[config.mk]
export PLATFORM = sky130hd
export DESIGN_NAME = vga_timing_gen
export DESIGN_NICKNAME = d
export VERILOG_FILES = /design/src/rtl/vga_timing_gen.sv
export SDC_FILE = /design/constraint.sdc
export NUM_CORES = 1
export LEC_CHECK = 0
export ABC_CLOCK_PERIOD_IN_PS = 2700
export BUFFER_PORTS_ARGS = -buffer_cell sky130_fd_sc_hd__clkbuf_2
export CAP_MARGIN = 20
export CORE_ASPECT_RATIO = 1.25
export CORE_UTILIZATION = 56
export DETAILED_ROUTE_END_ITERATION = 8
export PLACE_DENSITY_LB_ADDON = 0.05
export SLEW_MARGIN = 25
export SYNTH_ARGS = -nofsm -noshare
export SYNTH_HDL_FRONTEND = slang
export SYNTH_SLANG_ARGS = --single-unit
[constraint.sdc]
create_clock -name clk -period 2.7 [get_ports clk]
set_clock_uncertainty 0.05 [all_clocks]
set_input_delay 0.81 -clock clk [delete_from_list [all_inputs] [get_ports clk]]
set_output_delay 0.81 -clock clk [all_outputs]
set_load 0.01 [all_outputs]
[src/rtl/vga_timing_gen.sv]
// vga_timing_gen
// ---------------------------------------------------------------------------
// Combined VGA timing generator: pixel-enable divider plus horizontal and
// vertical counters, all clocked from one system clock. Start/stop requests
// are frame-aligned, so the display never sees a truncated frame.
//
// Ports:
//   clk        system clock
//   rst_n      asynchronous active-low reset
//   en         run request, level-sensitive, sampled every clk
//   pix_tick   one-clk strobe per pixel period (held high when CLK_DIV = 1)
//   hsync      horizontal sync, active level H_POL
//   vsync      vertical sync, active level V_POL
//   de         display enable (visible region)
//   h_pos      current pixel column
//   v_pos      current line
//   new_line   one-clk pulse when h_pos becomes 0
//   new_frame  one-clk pulse when (h_pos, v_pos) becomes (0, 0)
//   vblank     high while v_pos >= V_DISPLAY
//   frame_cnt  frames started, modulo 2^FCW
//   running    high while the generator is producing timing
// ---------------------------------------------------------------------------
module vga_timing_gen #(
  parameter int CLK_DIV   = 2,
  parameter int H_DISPLAY = 640,
  parameter int H_FRONT   = 16,
  parameter int H_SYNC    = 96,
  parameter int H_BACK    = 48,
  parameter int V_DISPLAY = 480,
  parameter int V_FRONT   = 10,
  parameter int V_SYNC    = 2,
  parameter int V_BACK    = 33,
  parameter bit H_POL     = 1'b0,
  parameter bit V_POL     = 1'b0,
  parameter int FCW       = 8,
  localparam int H_TOTAL  = H_DISPLAY + H_FRONT + H_SYNC + H_BACK,
  localparam int V_TOTAL  = V_DISPLAY + V_FRONT + V_SYNC + V_BACK,
  localparam int HW       = $clog2(H_TOTAL),
  localparam int VW       = $clog2(V_TOTAL)
) (
  input  logic          clk,
  input  logic          rst_n,
  input  logic          en,
  output logic          pix_tick,
  output logic          hsync,
  output logic          vsync,
  output logic          de,
  output logic [HW-1:0] h_pos,
  output logic [VW-1:0] v_pos,
  output logic          new_line,
  output logic          new_frame,
  output logic          vblank,
  output logic [FCW-1:0] frame_cnt,
  output logic          running
);

  if (CLK_DIV < 1 || H_DISPLAY < 1 || H_FRONT < 1 || H_SYNC < 1 || H_BACK < 1 ||
      V_DISPLAY < 1 || V_FRONT < 1 || V_SYNC < 1 || V_BACK < 1) begin : g_bad_params
    $fatal(1, "vga_timing_gen: CLK_DIV and all H_*/V_* timing parameters must be >= 1");
  end

  typedef enum logic [1:0] {IDLE, RUN, STOP} state_t;

  localparam int DW = (CLK_DIV > 1) ? $clog2(CLK_DIV) : 1;
  localparam logic [DW-1:0] DIV_LAST     = DW'(CLK_DIV - 1);
  localparam logic [HW-1:0] H_LAST       = HW'(H_TOTAL - 1);
  localparam logic [HW-1:0] H_DISP       = HW'(H_DISPLAY);
  localparam logic [HW-1:0] H_SYNC_START = HW'(H_DISPLAY + H_FRONT);
  localparam logic [HW-1:0] H_SYNC_END   = HW'(H_DISPLAY + H_FRONT + H_SYNC);
  localparam logic [VW-1:0] V_LAST       = VW'(V_TOTAL - 1);
  localparam logic [VW-1:0] V_DISP       = VW'(V_DISPLAY);
  localparam logic [VW-1:0] V_SYNC_START = VW'(V_DISPLAY + V_FRONT);
  localparam logic [VW-1:0] V_SYNC_END   = VW'(V_DISPLAY + V_FRONT + V_SYNC);

  state_t          state_q, state_n;
  logic [DW-1:0]   div_q, div_n;
  logic [HW-1:0]   h_n;
  logic [VW-1:0]   v_n;
  logic            tick, line_n, frame_n, run_n;

  // Next-state computation for the FSM, divider and both counters. All
  // registered outputs below are decoded from these next values so that
  // position, syncs and enables always describe the same pixel.
  // A STOP only turns into IDLE on the pixel that would wrap the frame,
  // and an en request seen on that same clk keeps the frame going.
  always_comb begin
    tick    = (state_q != IDLE) && (div_q == DIV_LAST);
    state_n = state_q;
    div_n   = div_q;
    h_n     = h_pos;
    v_n     = v_pos;
    line_n  = 1'b0;
    frame_n = 1'b0;
    case (state_q)
      IDLE: begin
        div_n = '0;
        h_n   = '0;
        v_n   = '0;
        if (en) begin
          state_n = RUN;
          line_n  = 1'b1;
          frame_n = 1'b1;
        end
      end
      RUN, STOP: begin
        state_n = en ? RUN : STOP;
        div_n   = tick ? '0 : div_q + DW'(1);
        if (tick) begin
          if (h_pos == H_LAST && v_pos == V_LAST && state_q == STOP && !en) begin
            state_n = IDLE;
            div_n   = '0;
            h_n     = '0;
            v_n     = '0;
          end else if (h_pos == H_LAST) begin
            h_n    = '0;
            line_n = 1'b1;
            if (v_pos == V_LAST) begin
              v_n     = '0;
              frame_n = 1'b1;
            end else begin
              v_n = v_pos + VW'(1);
            end
          end else begin
            h_n = h_pos + HW'(1);
          end
        end
      end
      default: state_n = IDLE;
    endcase
    run_n = (state_n != IDLE);
  end

  // State, counters and all outputs are registered together; idle forces the
  // decoded outputs to their inactive levels while frame_cnt keeps its value.
  always_ff @(posedge clk or negedge rst_n) begin
    if (!rst_n) begin
      state_q   <= IDLE;
      div_q     <= '0;
      h_pos     <= '0;
      v_pos     <= '0;
      frame_cnt <= '0;
      hsync     <= ~H_POL;
      vsync     <= ~V_POL;
      de        <= 1'b0;
      vblank    <= 1'b0;
      new_line  <= 1'b0;
      new_frame <= 1'b0;
      pix_tick  <= 1'b0;
      running   <= 1'b0;
    end else begin
      state_q   <= state_n;
      div_q     <= div_n;
      h_pos     <= h_n;
      v_pos     <= v_n;
      frame_cnt <= frame_n ? frame_cnt + FCW'(1) : frame_cnt;
      hsync     <= (run_n && h_n >= H_SYNC_START && h_n < H_SYNC_END) ? H_POL : ~H_POL;
      vsync     <= (run_n && v_n >= V_SYNC_START && v_n < V_SYNC_END) ? V_POL : ~V_POL;
      de        <= run_n && (h_n < H_DISP) && (v_n < V_DISP);
      vblank    <= run_n && (v_n >= V_DISP);
      new_line  <= line_n;
      new_frame <= frame_n;
      pix_tick  <= run_n && (div_n == DIV_LAST);
      running   <= run_n;
    end
  end

endmodule

Yosys cells after proc, flatten, opt, wreduce, memory -nomap -nowiden
Index checks and enable logic that the tools add are counted.

word-level totals
  register bits after elaboration = 39
  word-level logic and storage cells = 75

cells by class
  add/sub/neg operators = 4
  order comparisons = 7
  eq/ne operators = 4
  multiplexer cells = 30
  reductions and logical operators = 17

operators with widths
  cell                                                                                   count
  10-bit 2-to-1 mux                                                                      7
  10-bit one-hot mux with 2 select lines                                                 2
  10-bit by 1-bit adder with 10-bit output (second input constant)                       2
  10-bit == test (second input constant)                                                 2
  10-bit by 9-bit greater-or-equal comparator with 1-bit output (second input constant)  2
  10-bit < comparator (second input constant)                                            2
  10-bit by 9-bit < comparator with 1-bit output (second input constant)                 2
  1-bit 2-to-1 mux                                                                       13
  1-bit logical AND                                                                      12
  10-bit greater-or-equal comparator (second input constant)                             1
  8-bit by 1-bit adder with 8-bit output (second input constant)                         1
  2-bit 2-to-1 mux                                                                       4
  1-bit one-hot mux with 2 select lines                                                  3
  2-bit one-hot mux with 2 select lines                                                  1
  2-bit nonzero test                                                                     2
  2-bit by 1-bit == test with 1-bit output (second input constant)                       1
  2-bit == test (second input constant)                                                  1
  2-bit zero test                                                                        1
  2-bit OR reduction                                                                     1
  1-bit adder (second input constant)                                                    1
  1-bit zero test                                                                        1

Logic depth before layout (Yosys ltp)
Gate-level depths: netlist of the first run.

  depth after elaboration = 11
  mapped depth = 10
  depth with buffers taken out = 9

Worst setup path before layout of the first run
Ideal clock, no wire load.

  kind = register -> register
  start = register state_q[1]
  end = register frame_cnt[1]
  setup time = 0.125 ns
  data arrival time = 2.080 ns
  data required time = 2.525 ns
  slack = 0.445 ns
  stages on the path, launching flop included = 10
  cells stage by stage = dfrtp_1 -> inv_1 -> ha_1 -> nand2b_1 -> nor4_4 -> a21oi_2 -> o32a_4 -> inv_4 -> nand2_4 -> mux2_4

between the ends
  longest elaborated chain between the ends = 6
  elaborated cells on any way between the ends = 11
  classes of those cells = eq/ne: 2; mux: 3; reduce/logical: 6

RTL lines
  item                                     line     RTL
  from (decl)                              75       state_t state_q, state_n;
  from (signal assigned)                   151      state_q <= state_n;
  2-bit == test                            94, 109
  1-bit logical AND (2 in a row)           109      if (h_pos == H_LAST && v_pos == V_LAST && state_q == STOP && !en) begin
  1-bit 2-to-1 mux                         109
  1-bit 2-to-1 mux                         108      if (tick) begin
  1-bit one-hot mux with 2 select lines *  94       case (state_q)
  to (signal assigned)                     155      frame_cnt <= frame_n ? frame_cnt + FCW'(1) : frame_cnt;
  to (decl)                                53       output logic [FCW-1:0] frame_cnt,

Mark *: on every way between the ends. The rest lies on a longest branch, timed or not.
A chain may end at the register's enable or synchronous reset.

Worst setup path in the final report of the first run
  start = register v_pos[0]
  end = register hsync

between the ends
  longest elaborated chain between the ends = 11
  elaborated cells on any way between the ends = 16
  classes of those cells = order compare: 2; eq/ne: 1; mux: 7; reduce/logical: 6

RTL lines
  item                                                                                                    line      RTL
  from (decl)                                                                                             49        output logic [VW-1:0] v_pos,
  from (signal assigned)                                                                                  154       v_pos <= v_n;
  10-bit == test *                                                                                        109
  1-bit logical AND * (3 in a row)                                                                        109
  10-bit 2-to-1 mux / 2-bit 2-to-1 mux (equally long branches)                                            109
  10-bit 2-to-1 mux / 2-bit 2-to-1 mux (equally long branches)                                            108
  10-bit one-hot mux with 2 select lines / 2-bit one-hot mux with 2 select lines (equally long branches)  94
  10-bit greater-or-equal comparator / 2-bit nonzero test (equally long branches)                         156, 130
  1-bit logical AND                                                                                       156       hsync <= (run_n && h_n >= H_SYNC_START && h_n < H_SYNC_END) ? H_POL : ~H_POL;
  1-bit logical AND *                                                                                     156
  1-bit 2-to-1 mux *                                                                                      156
  to (signal assigned)                                                                                    142       hsync <= ~H_POL;
  to (signal assigned)                                                                                    156
  to (decl)                                                                                               45        output logic hsync,

Marks and branches as above.

==> impl_metrics.py, run 1 <==
metrics = {
    "logic_synthesis": {
        "postSynth.asyncResetShare": 1.00,
        "yosysSeqAreaShare": 0.433,
        "synth.ff_latch_count": 39,
        "synth.avg_cell_area_sq_um": 9.74,
        "syn_nets": 242,
        "synthesis.area_sq_mm": 0.00226,
        "synth_enable_flop_cells": 0,
        "ys.flop_type": "sky130_fd_sc_hd__dfrtp_1",
        "postSynthCellCount": 232,
        "yosys_warnings": 0,
        "synth.distinct_cells": 56,
    },
    "worst_setup_path": {
        "worstSetupEndpointType": "flip-flop",
        "crit_required_ps": 2890,
        "cp_slowest_cell": "sky130_fd_sc_hd__a311oi_1",
        "crit_top_cell": "sky130_fd_sc_hd__and4bb_2",
        "crit_path_largest_cell_delay_ps": 460,
        "worstPathCellList": "inv_1 > ha_1 > and4bb_2 > nand4_1 > o311a_1 > a311oi_1 > and4bb_2 > nand3_1",
        "worstSetupPathType": "reg -> reg",
        "critPathMaxFanout": 6,
        "worstRegToRegCells": 8,
        "critPathArrivalTime_ps": 2740,
        "critical_path.startpoint_type": "flip-flop",
        "timing.critical_path.from": "v_pos[0]",
        "crit-reg2reg-launch": "v_pos[0]",
    },
    "timing": {
        "clock.fmax_mhz": 391,
        "fin_crit_ps": 2560,
        "worstMarginPinSlew_ps": 593,
        "unrepaired_setup_endpoints_after_global_routing": "false",
        "final_max_slew_viol_count": 0,
        "timing.setup.tns_ps": 0,
        "hold_viol_final": 0,
        "max_slew_margin": 0.602,
        "post_route_clock_period_utilization": 0.947,
        "setup_viol_count_final": 0,
    },
    "clock_tree": {
        "max-clock-path-buffers": 2,
        "clock_sinks": 39,
        "cts-root-buf": "sky130_fd_sc_hd__clkbuf_8",
        "cts_setup_buffers": 0,
        "clkTransAtPathRegs_ps": 80,
        "cts_max_level": 2,
        "worst_skew_pair_later_pin_latency_ps": 290,
        "cts-resized-gates": 0,
        "cts_tree": "yes",
        "cts_inserted_buffers": 5,
        "cts.hold.buffers_added": 0,
    },
    "route": {
        "drt-wirelength-per-cell_um": 16.6,
        "drt_pass1_iterations": 5,
        "routed-via-count": 2107,
        "total_detailed_routing_wirelength_mm": 5.54,
        "vias_per_cell": 6.31,
        "drtAntennaViolNets": 0,
        "drc": 0,
        "detail_route.iter0.violations": 145,
    },
    "floorplanning": {
        "floorplan.core_area_sq_mm": 0.00382,
        "effective_utilization_at_floorplan": 0.592,
        "placementRows": 25,
        "fp.dieArea_sq_mm": 0.00429,
        "ioPinCount": 39,
        "die_h_um": 73.0,
        "die_w_um": 58.8,
    },
    "power_and_ir_drop": {
        "total_power_per_unit_cell_area_mw_per_mm2": 785,
        "irDropWorstVdd_uv": 660,
        "p_clk_frac": 0.238,
        "p_comb_frac": 0.411,
        "internal_power_mw": 1.29,
        "netSwitchingFraction": 0.388,
        "cellLeakagePower_nw": 1.34,
        "switching_power_uw": 819,
        "power.share.sequential": 0.352,
        "total_power_mw": 2.11,
    },
    "placed_design": {
        "buffers_on_ports": 38,
        "post-dp-hpwl_mm": 3.97,
        "place.gp.congestion": 0.921,
    },
    "global_route": {
        "antenna_found_initial": 0,
        "track_usage": 0.278,
        "largest_net_degree_at_the_start_of_global_routing": 40,
        "grt_first_pass_wirelength_mm": 9.02,
        "number_of_global_route_vias_before_repair": 1895,
        "grt_remaining_overflow": 0,
    },
    "hold_path": {
        "worst_hold_path_type": "reg -> reg",
        "min-delay-start": "frame_cnt[7]",
        "hold_depth": 1,
    },
    "finish": {
        "final_layout_size_suffix_gt1_frac": 0.268,
        "number_of_diodes_added_for_antenna_fixing": 0,
        "fin_nets": 289,
        "area.growth.synth_to_final_pct": 19.0,
        "final.fill_count": 339,
    },
    "flow_run": {
        "max_cap_violations": 0,
    },
    "run_status": {
        "outcome": "completed",
    },
}
[layout by cell type (no fill, tap or decap), types with 9 or more instances in the layout]
cell type                   n
sky130_fd_sc_hd__and3_1    11
sky130_fd_sc_hd__buf_4      9
sky130_fd_sc_hd__clkbuf_2  38
sky130_fd_sc_hd__dfrtp_1   37
sky130_fd_sc_hd__inv_1     12
sky130_fd_sc_hd__nand2_1   18
sky130_fd_sc_hd__nand3_1   12
sky130_fd_sc_hd__nand4_1   10
sky130_fd_sc_hd__nor2_1    11
sky130_fd_sc_hd__o21ai_0   16
[layer usage]
| layer | vias up | track usage | wire length, um |
|---|---|---|---|
| met5 | - | 0 | 0 |
| met4 | 0 | 0.0952 | 106 |
| met3 | 15 | 0.0461 | 348 |
| met2 | 90 | 0.468 | 2720 |
| met1 | 1023 | 0.358 | 2360 |
| li1 | 979 | - | - |
[final timing paths]
kind	slack, ps	end
setup / recovery	140	hsync
hold / removal	420	frame_cnt[7]
setup reg to reg	140	hsync
hold reg to reg	420	frame_cnt[7]
max in group asynchronous	1720	vsync
min in group asynchronous	520	frame_cnt[1]
[state kept, by name, indices dropped and copies added, names as in the netlist]
signal	cells
vsync	1
pix_tick	1
running	1
frame_cnt	8
vblank	1
h_pos	10
new_frame	1
new_line	1
hsync	1
div_q	1
v_pos	10
de	1
state_q	2
[worst max-delay path: cells and delay by family, from the launching register on]
family                     cells  cell delay (ps)
AOI/OAI and AO/OA              2              880
adders and majority gates      1              150
buffers and inverters          1              110
and+or+nand+nor                4              880
DFF                            1              440
[metrics by stage]
step / area, sq um / setup WS (ps) / hold slack, ps / instances / util
4_1_cts: 2690 / 123 / 425 / 334 / 0.705
5_1_grt: 2690 / 25.0 / 452 / 334 / 0.705
3_3_place_gp: 2570 / 79.0 / 410 / 326 / 0.674
2_1_floorplan: 2260 / 445 / 406 / 232 / -
6_report: 2690 / 142 / 419 / 334 / 0.705
3_5_place_dp: 2570 / 110 / 415 / 326 / 0.674
[synthesized netlist by cell type (2+ instances only)]
cell                       instances  area [sq um]
sky130_fd_sc_hd__dfrtp_1          37           926
sky130_fd_sc_hd__nand2_1          18          67.6
sky130_fd_sc_hd__o21ai_0          16          80.1
sky130_fd_sc_hd__inv_1            12          45.0
sky130_fd_sc_hd__nand3_1          12          60.1
sky130_fd_sc_hd__and3_1           11          68.8
sky130_fd_sc_hd__nor2_1           11          41.3
sky130_fd_sc_hd__nand4_1          10          62.6
sky130_fd_sc_hd__a21oi_1           8          40.0
sky130_fd_sc_hd__a31oi_1           7          43.8
sky130_fd_sc_hd__ha_1              7          87.6
sky130_fd_sc_hd__xor2_1            6          52.6
sky130_fd_sc_hd__clkbuf_1          5          18.8
sky130_fd_sc_hd__and4_1            4          35.0
sky130_fd_sc_hd__nand2b_1          4          25.0
sky130_fd_sc_hd__nor3_1            4          20.0
sky130_fd_sc_hd__a31o_2            3          26.3
sky130_fd_sc_hd__and4bb_2          3          37.5
sky130_fd_sc_hd__buf_2             3          15.0
sky130_fd_sc_hd__nor2b_1           3          18.8
sky130_fd_sc_hd__nor4_1            3          18.8
sky130_fd_sc_hd__o211a_1           3          30.0
sky130_fd_sc_hd__a21o_1            2          15.0
sky130_fd_sc_hd__dfstp_2           2          52.6
sky130_fd_sc_hd__o211ai_1          2          15.0
sky130_fd_sc_hd__o22ai_1           2          12.5
sky130_fd_sc_hd__o311ai_1          2          17.5
sky130_fd_sc_hd__o31ai_1           2          15.0
sky130_fd_sc_hd__o41ai_1           2          17.5
sky130_fd_sc_hd__or4_2             2          17.5
[layout make-up]
class,instances,area [sq um],area share
Clock buffer,6,82.6,0.0307
Inverter,13,51.3,0.0191
Clock inverter,2,35.0,0.0130
Multi-Input combinational cell,172,1200,0.445
Sequential cell,39,978,0.364
Tap cell,54,67.6,0.0251
Timing Repair Buffer,48,278,0.103
[logic make-up (layout without fill, tap and decap cells)]
| kind of cell | count (synthesis) | count (layout) | synth area share |
|---|---|---|---|
| buf+inv | 21 | 69 | 0.0377 |
| flops | 39 | 39 | 0.433 |
| xor+xnor | 7 | 7 | 0.0271 |
| simple gates | 95 | 95 | 0.261 |
| fa+ha+maj | 7 | 7 | 0.0388 |
| mux | 1 | 1 | 0.00664 |
| compound gates | 62 | 62 | 0.196 |
[power by group through the flow]
stage	clock network (mW)	logic [mW]	registers, mW
after floorplan	0	0.521	0.773
after global placement	0	0.846	0.752
after detailed placement	0	0.860	0.754
after CTS	0.510	0.863	0.741
after global routing	0.532	0.953	0.758
final	0.501	0.867	0.743
No activity file was read; power rests on OpenSTA's default activity.
==> inputs of run 2 (changes only) <==
--- a/config.mk
+++ b/config.mk
@@ -12,6 +12,7 @@
 export CORE_UTILIZATION = 56
 export DETAILED_ROUTE_END_ITERATION = 8
 export PLACE_DENSITY_LB_ADDON = 0.05
+export REMOVE_ABC_BUFFERS = 1
 export SLEW_MARGIN = 25
 export SYNTH_ARGS = -nofsm -noshare
 export SYNTH_HDL_FRONTEND = slang
==> impl_metrics.py, run 2 (same netlist as run 1, synthesis figures left out) <==
metrics = {
    "route": {
        "drt_pass1_iterations": 4,
        "drtAntennaViolNets": 0,
        "detail_route.iter0.violations": 82,
        "vias_per_cell": 6.17,
        "total_detailed_routing_wirelength_mm": 5.49,
        "drc": 0,
        "drt-wirelength-per-cell_um": 16.3,
        "routed-via-count": 2074,
    },
    "timing": {
        "fin_crit_ps": 2590,
        "hold_viol_final": 0,
        "timing.setup.tns_ps": 0,
        "setup_viol_count_final": 0,
        "max_slew_margin": 0.640,
        "unrepaired_setup_endpoints_after_global_routing": "false",
        "final_max_slew_viol_count": 0,
        "post_route_clock_period_utilization": 0.960,
        "fin_worst_hold_slack_ps": 422,
        "worstMarginPinSlew_ps": 532,
        "clock.fmax_mhz": 386,
    },
    "floorplanning": {
        "floorplan.core_area_sq_mm": 0.00382,
        "fp.dieArea_sq_mm": 0.00429,
        "placementRows": 25,
        "effective_utilization_at_floorplan": 0.592,
        "die_h_um": 73.0,
        "ioPinCount": 39,
        "die_w_um": 58.8,
    },
    "placed_design": {
        "place.gp.congestion": 0.940,
        "buffers_on_ports": 38,
        "post-dp-hpwl_mm": 3.95,
    },
    "clock_tree": {
        "clock_sinks": 39,
        "cts-root-buf": "sky130_fd_sc_hd__clkbuf_8",
        "cts_setup_buffers": 0,
        "worst_skew_pair_later_pin_latency_ps": 300,
        "cts_max_level": 2,
        "cts.hold.buffers_added": 0,
        "max-clock-path-buffers": 2,
        "cts_inserted_buffers": 5,
        "cts_tree": "yes",
        "clkTransAtPathRegs_ps": 80,
    },
    "power_and_ir_drop": {
        "irDropWorstVdd_uv": 648,
        "total_power_per_unit_cell_area_mw_per_mm2": 786,
        "cellLeakagePower_nw": 1.35,
    },
    "hold_path": {
        "worst_hold_end": "frame_cnt[7]",
        "min-delay-start": "frame_cnt[7]",
        "hold_depth": 1,
        "worst_hold_path_type": "reg -> reg",
    },
    "worst_setup_path": {
        "worstSetupPathType": "reg -> reg",
        "crit_top_cell": "sky130_fd_sc_hd__o21ai_0",
        "worstRegToRegCells": 9,
        "regToRegSetupSlack_ps": 110,
        "worstSetupEndpointType": "flip-flop",
        "crit_path_largest_cell_delay_ps": 600,
        "critical_path.startpoint_type": "flip-flop",
        "crit-reg2reg-launch": "state_q[0]",
        "crit_required_ps": 2810,
        "worstPathCellList": "inv_1 > ha_1 > nand2b_1 > nor4_4 > buf_4 > or4_2 > o21ai_0 > o21ai_0 > nor4b_1",
        "rr_endpoint": "de",
        "cp_slowest_cell": "sky130_fd_sc_hd__or4_2",
        "critPathArrivalTime_ps": 2700,
        "critPathMaxFanout": 9,
    },
    "global_route": {
        "grt_remaining_overflow": 0,
        "track_usage": 0.275,
        "grt_first_pass_wirelength_mm": 8.87,
        "number_of_global_route_vias_before_repair": 1895,
        "antenna_found_initial": 0,
        "largest_net_degree_at_the_start_of_global_routing": 40,
    },
    "run_status": {
        "outcome": "completed",
    },
    "finish": {
        "final_cell_mix": "sky130_fd_sc_hd__clkbuf_2 (38), sky130_fd_sc_hd__dfrtp_1 (36), sky130_fd_sc_hd__nand2_1 (18)",
        "area.growth.synth_to_final_pct": 19.4,
        "leading_cell_type_in_the_layout_fill_and_taps_excluded": "sky130_fd_sc_hd__clkbuf_2",
        "largest_registers": "h_pos x10, v_pos x10, frame_cnt x8",
        "fin_nets": 291,
        "final_layout_size_suffix_gt1_frac": 0.280,
        "number_of_diodes_added_for_antenna_fixing": 0,
    },
    "flow_run": {
        "max_cap_violations": 0,
    },
}
## run 2: cell count changes in the layout (fill, tap and decap cells not counted), sizes merged
| cell | previous run | this run |
|---|---|---|
| buf | 10 | 12 |
## run 2: critical path, delay by kind of cell, from the launching register on
family / cells / cell delay, ps
flops: 1 / 400
fa+ha+maj: 1 / 320
buf+inv: 2 / 270
simple gates: 4 / 1060
compound gates: 2 / 370
## run 2: how the worst max path moves through the flow
| stage | from | to | slack (ps) | cells past startpoint |
|---|---|---|---|---|
| after floorplan | state_q[1] | hsync | 270 | 8 |
| after global placement | v_pos[0] | hsync | 10 | 8 |
| after detailed placement | v_pos[0] | hsync | 30 | 8 |
| after CTS | v_pos[0] | hsync | 10 | 8 |
| after global routing | state_q[0] | de | 30 | 9 |
| final | state_q[0] | de | 110 | 9 |
## run 2: metrics by stage
stage	util	power (mW)	setup WS, ps	cells	area (sq um)
global route	0.707	2.24	25.6	336	2700
finish	0.707	2.12	109	336	2700
detailed placement	0.674	1.60	32.8	328	2570
CTS	0.705	2.10	11.5	336	2690
global placement	0.674	1.59	14.7	328	2570
floorplan	-	1.28	270	224	2230
## run 2: cell type report
class | instances | area (sq um)
clock buffers | 6 | 82.6
clock inverters | 2 | 35.0
fillers | 313 | 1120
inverters | 13 | 51.3
multi-input cells | 172 | 1200
flip-flops and latches | 39 | 980
well taps | 54 | 67.6
repair buffers | 50 | 280
## run 2: repair_timing
action | CTS | global route
gates resized for setup | 0 | 2
endpoints found under the hold margin | 0 | 0
endpoints found under the setup margin | 0 | 2
## run 2: report_power, final
group	internal [mW]	switching, mW	leakage, nW
combinational	0.314	0.553	0.771
clock	0.299	0.206	0.0612
sequential	0.671	0.0771	0.518
## run 2: per-layer routing
layer | vias up | routed length [um] | GRT usage
li1 | 988 | - | -
met1 | 1004 | 2320 | 0.342
met2 | 73 | 2770 | 0.461
met3 | 9 | 305 | 0.0550
met4 | 0 | 94 | 0.111
met5 | - | 0 | 0
==> inputs of run 3 (changes only) <==
--- a/config.mk
+++ b/config.mk
@@ -5,11 +5,11 @@
 export SDC_FILE = /design/constraint.sdc
 export NUM_CORES = 1
 export LEC_CHECK = 0
-export ABC_CLOCK_PERIOD_IN_PS = 2700
+export ABC_CLOCK_PERIOD_IN_PS = 3000
 export BUFFER_PORTS_ARGS = -buffer_cell sky130_fd_sc_hd__clkbuf_2
 export CAP_MARGIN = 20
 export CORE_ASPECT_RATIO = 1.25
-export CORE_UTILIZATION = 56
+export CORE_UTILIZATION = 60
 export DETAILED_ROUTE_END_ITERATION = 8
 export PLACE_DENSITY_LB_ADDON = 0.05
 export REMOVE_ABC_BUFFERS = 1
==> constraint.sdc (replaced) <==
create_clock -name clk -period 3 [get_ports clk]
set_clock_uncertainty 0.05 [all_clocks]
set_input_delay 0.9 -clock clk [delete_from_list [all_inputs] [get_ports clk]]
set_output_delay 0.9 -clock clk [all_outputs]
set_load 0.01 [all_outputs]
==> impl_metrics.py, run 3 (same netlist as run 1, synthesis figures left out) <==
metrics = {
    "run_status": {
        "outcome": "complete, but fails checks",
        "violations": "design-rule violations",
    },
    "worst_setup_path": {
        "crit-reg2reg-launch": "h_pos[0]",
        "crit_top_cell": "sky130_fd_sc_hd__o311ai_1",
        "critPathArrivalTime_ps": 2700,
        "worstPathCellList": "ha_1 > and3_1 > nand3_1 > o311ai_1 > o311ai_1 > nor4b_1",
        "regToRegSetupSlack_ps": 430,
        "critical_path.startpoint_type": "flip-flop",
        "critPathTopFamily": "simple AND/OR/NAND/NOR gates",
        "critPathMaxFanout": 8,
        "crit_path_largest_cell_delay_ps": 470,
        "crit_required_ps": 3120,
        "worstSetupEndpointType": "flip-flop",
        "rr_endpoint": "de",
        "critPathBufInv": 0,
        "cp_slowest_cell": "sky130_fd_sc_hd__dfrtp_1",
        "worstRegToRegCells": 6,
        "worstSetupPathType": "reg -> reg",
    },
    "clock_tree": {
        "cts_tree": "yes",
        "cts_max_level": 2,
        "clock_sinks": 39,
        "cts_setup_buffers": 0,
        "worst_skew_pair_later_pin_latency_ps": 290,
        "max-clock-path-buffers": 2,
        "cts_inserted_buffers": 5,
        "clkTransAtPathRegs_ps": 70,
        "cts-root-buf": "sky130_fd_sc_hd__clkbuf_8",
    },
    "floorplanning": {
        "ioPinCount": 39,
        "effective_utilization_at_floorplan": 0.638,
        "placementRows": 24,
        "die_w_um": 56.9,
        "floorplan.core_area_sq_mm": 0.00354,
        "fp.dieArea_sq_mm": 0.00402,
        "die_h_um": 70.6,
    },
    "timing": {
        "hold_viol_final": 0,
        "setup_viol_count_final": 0,
        "max_slew_margin": 0.449,
        "clock.fmax_mhz": 389,
        "fin_crit_ps": 2570,
        "final_max_slew_viol_count": 0,
        "unrepaired_setup_endpoints_after_global_routing": "false",
        "worstMarginPinSlew_ps": 827,
        "timing.setup.tns_ps": 0,
        "post_route_clock_period_utilization": 0.857,
    },
    "route": {
        "drt-wirelength-per-cell_um": 17.0,
        "detail_route.iter0.violations": 151,
        "total_detailed_routing_wirelength_mm": 5.40,
        "drtAntennaViolNets": 0,
        "drc": 12,
        "vias_per_cell": 6.53,
        "drt_pass1_iterations": 6,
        "routed-via-count": 2069,
    },
    "finish": {
        "final.fill_count": 276,
        "largest_registers": "h_pos x10, v_pos x10, frame_cnt x8",
        "area.growth.synth_to_final_pct": 17.7,
        "number_of_diodes_added_for_antenna_fixing": 0,
        "final_cell_mix": "sky130_fd_sc_hd__dfrtp_1 (37), sky130_fd_sc_hd__clkbuf_2 (37), sky130_fd_sc_hd__nand2_1 (18)",
        "final_layout_size_suffix_gt1_frac": 0.263,
        "fin_nets": 287,
    },
    "hold_path": {
        "worst_hold_path_type": "reg -> reg",
        "min-delay-start": "frame_cnt[7]",
        "hold_depth": 1,
        "worst_hold_end": "frame_cnt[7]",
    },
    "power_and_ir_drop": {
        "total_power_mw": 1.96,
        "irDropWorstVdd_uv": 515,
        "total_power_per_unit_cell_area_mw_per_mm2": 739,
        "cellLeakagePower_nw": 1.34,
    },
    "global_route": {
        "track_usage": 0.292,
        "largest_net_degree_at_the_start_of_global_routing": 40,
        "antenna_found_initial": 0,
        "number_of_global_route_vias_before_repair": 1954,
        "grt_first_pass_wirelength_mm": 9.14,
        "grt_remaining_overflow": 0,
    },
    "placed_design": {
        "place.gp.congestion": 0.910,
        "buffers_on_ports": 38,
        "post-dp-hpwl_mm": 3.82,
    },
    "flow_run": {
        "max_cap_violations": 0,
    },
}
run 3: cell types whose count changed in the layout (fill, tap and decap cells not counted), sizes merged:
cell | before | now
clkinv | 1 | 0
clkbuf | 44 | 43
bufinv | 1 | 2
buf | 12 | 9
run 3: worst max-delay path by stage:
stage,from,depth (start not counted),end,slack [ps]
after floorplan,state_q[1],8,hsync,570
after global placement,state_q[1],8,de,480
after detailed placement,state_q[1],8,de,330
after CTS,state_q[1],8,de,310
after global routing,state_q[1],8,de,120
final,h_pos[0],6,de,430
run 3: repair_timing:
action | CTS | global route
endpoints found under the setup margin | 0 | 1
gates resized for setup | 0 | 1
hold buffers | 0 | 0
run 3: final cells by class:
cell class	count	area, sq um	area share
timing repair buffer	46	250	0.0941
inverter	13	51.3	0.0193
sequential	39	978	0.368
clock inverter	2	60.1	0.0226
multi-input combinational	172	1200	0.451
clock buffer	6	72.6	0.0273
tap	39	48.8	0.0183
run 3: through the flow:
step / instances / hold WS (ps) / utilization / cell area, sq um / worst slack [ps]
after floorplan: 224 / 406 / - / 2230 / 570
final: 317 / 419 / 0.751 / 2660 / 428
after global placement: 309 / 406 / 0.713 / 2520 / 481
after detailed placement: 309 / 415 / 0.713 / 2520 / 334
after CTS: 317 / 429 / 0.750 / 2660 / 314
after global routing: 317 / 454 / 0.751 / 2660 / 124
run 3: metal layers:
metal	wire length (um)	global-route usage	up-vias
li1	-	-	973
met1	2210	0.383	996
met2	2750	0.485	93
met3	371	0.0658	7
met4	62	0.0813	0
met5	0	0	-
run 3: power by group:
part	total [mW]	leakage, nW	internal [mW]	switching [mW]
Combinational	0.779	0.752	0.292	0.488
Clock	0.515	0.0654	0.332	0.182
Sequential	0.671	0.520	0.603	0.0675
Total	1.96	1.34	1.23	0.738
